$ cat src/rtl/fpga_mig_ui_bridge.sv
// rtl/fpga_mig_ui_bridge.sv - single-outstanding 32-bit SoC request bridge onto a 128-bit MIG UI port
module fpga_mig_ui_bridge #(
    parameter int unsigned RD_TIMEOUT = 1023
) (
    input  logic         clk,
    input  logic         reset,
    input  logic         init_calib_complete,
    input  logic         req_valid,
    output logic         req_ready,
    input  logic         req_we,
    input  logic [27:0]  req_addr,
    input  logic [31:0]  req_wdata,
    input  logic [3:0]   req_be,
    output logic         rsp_valid,
    input  logic         rsp_ready,
    output logic [31:0]  rsp_rdata,
    output logic         rsp_err,
    output logic [27:0]  app_addr,
    output logic [2:0]   app_cmd,
    output logic         app_en,
    input  logic         app_rdy,
    output logic [127:0] app_wdf_data,
    output logic [15:0]  app_wdf_mask,
    output logic         app_wdf_wren,
    output logic         app_wdf_end,
    input  logic         app_wdf_rdy,
    input  logic [127:0] app_rd_data,
    input  logic         app_rd_data_valid,
    input  logic         app_rd_data_end
);
    localparam int CW = $clog2(RD_TIMEOUT + 1);

    typedef enum logic [2:0] {IDLE, WR, RD_CMD, RD_WAIT, RESP} state_t;

    state_t        state, state_nxt;
    logic [CW-1:0] tmo_cnt;
    logic [1:0]    lane;
    logic          cmd_done, dat_done;
    logic          accept, cmd_acc, dat_acc, tmo_hit;
    logic [15:0]   wmask;
    logic          unused_bits;

    assign accept      = req_ready & req_valid;
    assign cmd_acc     = app_en & app_rdy;
    assign dat_acc     = app_wdf_wren & app_wdf_rdy;
    assign tmo_hit     = (tmo_cnt == CW'(RD_TIMEOUT - 1));
    assign unused_bits = ^{app_rd_data_end, req_addr[1:0]};

    // Only the addressed lane is written; every other byte of the 128-bit beat stays masked.
    always_comb begin
        wmask = 16'hFFFF;
        wmask[{req_addr[3:2], 2'b00} +: 4] = ~req_be;
    end

    always_ff @(posedge clk) begin
        if (reset) state <= IDLE;
        else       state <= state_nxt;
    end

    always_comb begin
        state_nxt = state;
        case (state)
            IDLE:    if (accept) state_nxt = req_we ? WR : RD_CMD;
            WR:      if ((cmd_done | cmd_acc) & (dat_done | dat_acc)) state_nxt = RESP;
            RD_CMD:  if (app_rdy) state_nxt = RD_WAIT;
            RD_WAIT: if (app_rd_data_valid | tmo_hit) state_nxt = RESP;
            RESP:    if (rsp_ready) state_nxt = IDLE;
            default: state_nxt = IDLE;
        endcase
    end

    always_comb begin
        req_ready    = (state == IDLE) & init_calib_complete & ~reset;
        rsp_valid    = (state == RESP);
        app_en       = ((state == WR) & ~cmd_done) | (state == RD_CMD);
        app_wdf_wren = (state == WR) & ~dat_done;
        app_wdf_end  = (state == WR) & ~dat_done;
    end

    always_ff @(posedge clk) begin
        if (reset) begin
            app_addr     <= '0;
            app_cmd      <= '0;
            app_wdf_data <= '0;
            app_wdf_mask <= 16'hFFFF;
            lane         <= '0;
            rsp_rdata    <= '0;
            rsp_err      <= 1'b0;
            cmd_done     <= 1'b0;
            dat_done     <= 1'b0;
            tmo_cnt      <= '0;
        end else begin
            if (accept) begin
                app_addr     <= {1'b0, req_addr[27:4], 3'b000};
                app_cmd      <= req_we ? 3'b000 : 3'b001;
                app_wdf_data <= {4{req_wdata}};
                app_wdf_mask <= wmask;
                lane         <= req_addr[3:2];
                rsp_rdata    <= '0;
                rsp_err      <= 1'b0;
                cmd_done     <= 1'b0;
                dat_done     <= 1'b0;
            end
            // Command and data channels may complete in either order.
            if (state == WR) begin
                if (cmd_acc) cmd_done <= 1'b1;
                if (dat_acc) dat_done <= 1'b1;
            end
            if (state == RD_CMD) tmo_cnt <= '0;
            if (state == RD_WAIT) begin
                if (app_rd_data_valid) begin
                    rsp_rdata <= app_rd_data[{lane, 5'b00000} +: 32];
                    rsp_err   <= 1'b0;
                end else if (tmo_hit) begin
                    rsp_rdata <= '0;
                    rsp_err   <= 1'b1;
                end else begin
                    tmo_cnt <= tmo_cnt + CW'(1);
                end
            end
        end
    end
endmodule

$ cat config.mk
export PLATFORM = sky130hd
export DESIGN_NAME = fpga_mig_ui_bridge
export DESIGN_NICKNAME = d
export VERILOG_FILES = /design/src/rtl/fpga_mig_ui_bridge.sv
export SDC_FILE = /design/constraint.sdc
export NUM_CORES = 1
export LEC_CHECK = 0
export CAP_MARGIN = 20
export CORE_AREA = 2 2 164 166
export CTS_CLUSTER_DIAMETER = 80
export DETAILED_ROUTE_END_ITERATION = 10
export DIE_AREA = 0 0 166 168
export PLACE_DENSITY = 0.67
export RECOVER_POWER = 50
export SYNTH_ARGS = -nofsm -noshare
export SYNTH_HDL_FRONTEND = slang
export SYNTH_SLANG_ARGS = --single-unit
export TNS_END_PERCENT = 10
$ cat constraint.sdc
create_clock -name clk -period 1.9 [get_ports clk]
set_clock_uncertainty 0.05 [all_clocks]
set_input_delay 0.19 -clock clk [delete_from_list [all_inputs] [get_ports clk]]
set_output_delay 0.19 -clock clk [all_outputs]
set_load 0.1 [all_outputs]
==> summary.md <==
| Metric | Value |
|---|---|
| Outcome | `finished, final reports clean` |
| 1st-pass router iterations | `7` |
| Num CTS Buffers | `17` |
| DR vias/cell | `4.34` |
| Cells on worst reg2reg path | `8` |
| Top sig layer | `met4` |
| Met1 wire length | `8090 um` |
| Highest clock rate | `543 MHz` |
| Largest net degree at the start of global routing | `73` |
| Placed insts | `1,279` |
| Dominant synthesized flop cell | `dfxtp_1` |
| Share of cells above drive strength 1 | `34.0%` |
| Clk root buf | `clkbuf_16` |
| Post-Syn Instances | `648` |
| Clock buffer depth | `2` |
| DIE AREA | `0.0279 mm2` |
| Clk_lat worst skew | `0.40 ns` |
| WL met3 | `1450 um` |
| RSZ-0062 raised after global routing | `true` |
| Via count | `5,724` |
| ANT nets after route | `0` |
| Min-delay src | `req_wdata[5]` |
| Wire per inst | `16.3 um` |
| Pleak | `0.00407 uW` |
| Worst path depth | `8` |
| Worst Path Required | `2.20 ns` |
| Startpoint Class | `register` |
| Worst vdd ir | `0.685 mV` |
| Max Cap Violations | `0` |
| Ys async rst share | `0%` |
| Final Hold Fails | `0` |
| Final period util | `96.9%` |
| Number of synthesis warnings | `0` |
| Reg-to-Reg Start | `tmo_cnt[0]` |
| Area Growth Syn to Fin | `59.4%` |
| Slew @ Worst Pin | `0.609 ns` |
| EDFF count, synth | `0` |
| Gpl congestion | `0.800` |
| First-pass GRT wire length | `31,500 um` |
| H-tree depth | `4` |
| GRT Overall Usage | `14.5%` |
| PortBufs | `405` |
| DRC viols | `0` |
| Pre-CTS WS | `-0.103 ns` |
| Overall die width | `166 um` |
| Iter 0 DRT Violations | `223` |
| Reg2reg end | `rsp_rdata[9]` |
| CP delay by family, top | `compound AO/OA/AOI/OAI gates` |
| Hold/Removal Path Class | `in -> reg` |
| Row cnt | `60` |
| Critical path type | `reg -> reg` |
| Worst path buffer plus inverter count | `3` |
| Critical path startpoint | `tmo_cnt[0]` |
| Detail Route met2 WL | `11,800 um` |
| Grt ovf | `0` |
| Clk sinks | `123` |
| Initial Util | `23.9%` |
| Fin. max-slew vios | `0` |
| Final instance area | `0.0100 mm2` |
| Die height | `168 um` |
| Highest-count cells in the layout ignoring fill and taps | `clkdlybuf4s50_1, clkbuf_2, dfxtp_1` |
| Post-layout nets | `1,175` |
| Area after DPL | `0.00969 mm2` |
| Tmin final | `1.84 ns` |
| Pwr dens | `1270 mW/mm2` |
| Critical path's largest stage delay | `0.32 ns` |
| Syn_area_per_cell | `9.71 um2` |
| Finished Layout Cells | `1,319` |
| CTS tree | `built` |
| Commonest non-fill, non-tap cell in the layout | `clkdlybuf4s50_1` |
| #FFs+latches synth | `123` |
| Crit path DAT | `2.15 ns` |
| Hold Path Sink | `app_wdf_data[101]` |
| Vias in the first global route | `5,613` |
| CTS clk-pin slew, worst paths | `0.06 ns` |
| Crit end category | `register` |
| Final setup fails | `0` |
| Core region area | `0.0264 mm2` |
| Diode count | `0` |
| Final WS setup | `0.0592 ns` |
| Post-synthesis cell area | `0.00629 mm2` |
| Fin Hold WS | `0.272 ns` |
| Cell variety after synth | `53` |
| WHS Path Cells | `3` |
| Initial antenna violation count | `0` |
| Worst reg2reg setup slack | `0.06 ns` |
| IO Pins | `415` |
| Register area share after synthesis | `39.1%` |
| Worst slew margin | `59.6%` |
| Crit-path slowest cell | `dfxtp_2` |
| Critical-path cell list | `inv_1 -> ha_1 -> and4_4 -> a31o_2 -> a211oi_4 -> buf_6 -> clkbuf_16 -> a22o_1` |
| CTS Hold Bufs | `0` |
| Final HPWL DP | `16,800 um` |
| Total wire length | `21,500 um` |
| Maximum fanout along the worst path | `8` |
metrics by stage:
| stage | total power [uW] | util [%] | setup TNS, ns |
|---|---|---|---|
| 2_1_floorplan | 8330 | - | -0.177 |
| 3_5_place_dp | 9670 | 36.8 | -0.524 |
| 4_1_cts | 13100 | 39.1 | -0.00212 |
| 6_report | 12800 | 38.1 | 0 |
| 5_1_grt | 13300 | 38.1 | -0.108 |
| 3_3_place_gp | 9640 | 36.8 | -0.296 |
Yosys cell counts, types with 12 or more instances:
cell | count | area [um2]
dfxtp_1 | 123 | 2460
buf_2 | 17 | 85.1
buf_4 | 108 | 811
nand2b_1 | 59 | 369
o21ai_0 | 50 | 250
a22o_1 | 32 | 280
o31a_1 | 15 | 131
o21ai_1 | 14 | 70.1
nor2_1 | 12 | 45.0
clkbuf_1 | 22 | 82.6
nand2_1 | 63 | 236
o211ai_1 | 14 | 105
mux4_2 | 32 | 721
worst max-delay path by stage:
stage | end | slack (ns)
finish | rsp_rdata[9] | 0.06
global route | tmo_cnt[6] | -0.03
CTS | app_en | -0.002
detailed placement | app_wdf_mask[2] | -0.10
global placement | app_wdf_mask[1] | -0.07
floorplan | app_wdf_wren | -0.12
logic make-up after synthesis:
logic type | after synthesis | synth area share (%)
flops | 123 | 39.1
other cells | 1 | 0.0596
compound gates | 151 | 16.3
simple gates | 170 | 14.2
mux | 35 | 12.1
xor+xnor | 2 | 0.279
fa+ha+maj | 7 | 1.39
buf+inv | 159 | 16.5
metal layers:
layer / vias to the layer above / GRT usage (%)
met3: 9 / 4.37
met2: 261 / 27.9
met5: - / 0
li1: 2825 / -
met1: 2629 / 15.4
met4: 0 / 3.36
area by class of cell:
| type | instances | area, um2 |
|---|---|---|
| well taps | 341 | 427 |
| clock buffers | 18 | 439 |
| repair buffers | 444 | 3620 |
| multi-input cells | 371 | 2890 |
| fillers | 2781 | 16300 |
| clock inverters | 13 | 145 |
| inverters | 9 | 33.8 |
| flip-flops and latches | 123 | 2470 |
where the power goes:
part / leakage [uW] / switching [uW] / internal, uW / total [uW]
clock: 0.000279 / 1290 / 1970 / 3260
combinational: 0.00279 / 4830 / 1600 / 6430
sequential: 0.00100 / 256 / 2830 / 3090
sequential cells by signal, summed over array words and instances, names as in the netlist, 2 cells and up:
name	cells
app_wdf_data	32
rsp_rdata	32
tmo_cnt	10
app_wdf_mask	16
lane	2
state	3
app_addr	24
tightest hold or removal path, cell delays in order:
cell	delay, ns
clkdlybuf4s50_1	0.39
nand2_1	0.05
o21ai_1	0.05
timing repair:
item / 4_1_cts / 5_1_grt
pin swaps: 1 / 3
resized for setup: 5 / 13
setup buffers: 2 / 4
setup endpoints to repair: 5 / 41
gates cloned: 0 / 3
endpoints found under the hold margin: 0 / 0
(Power assumes the default switching activity.)
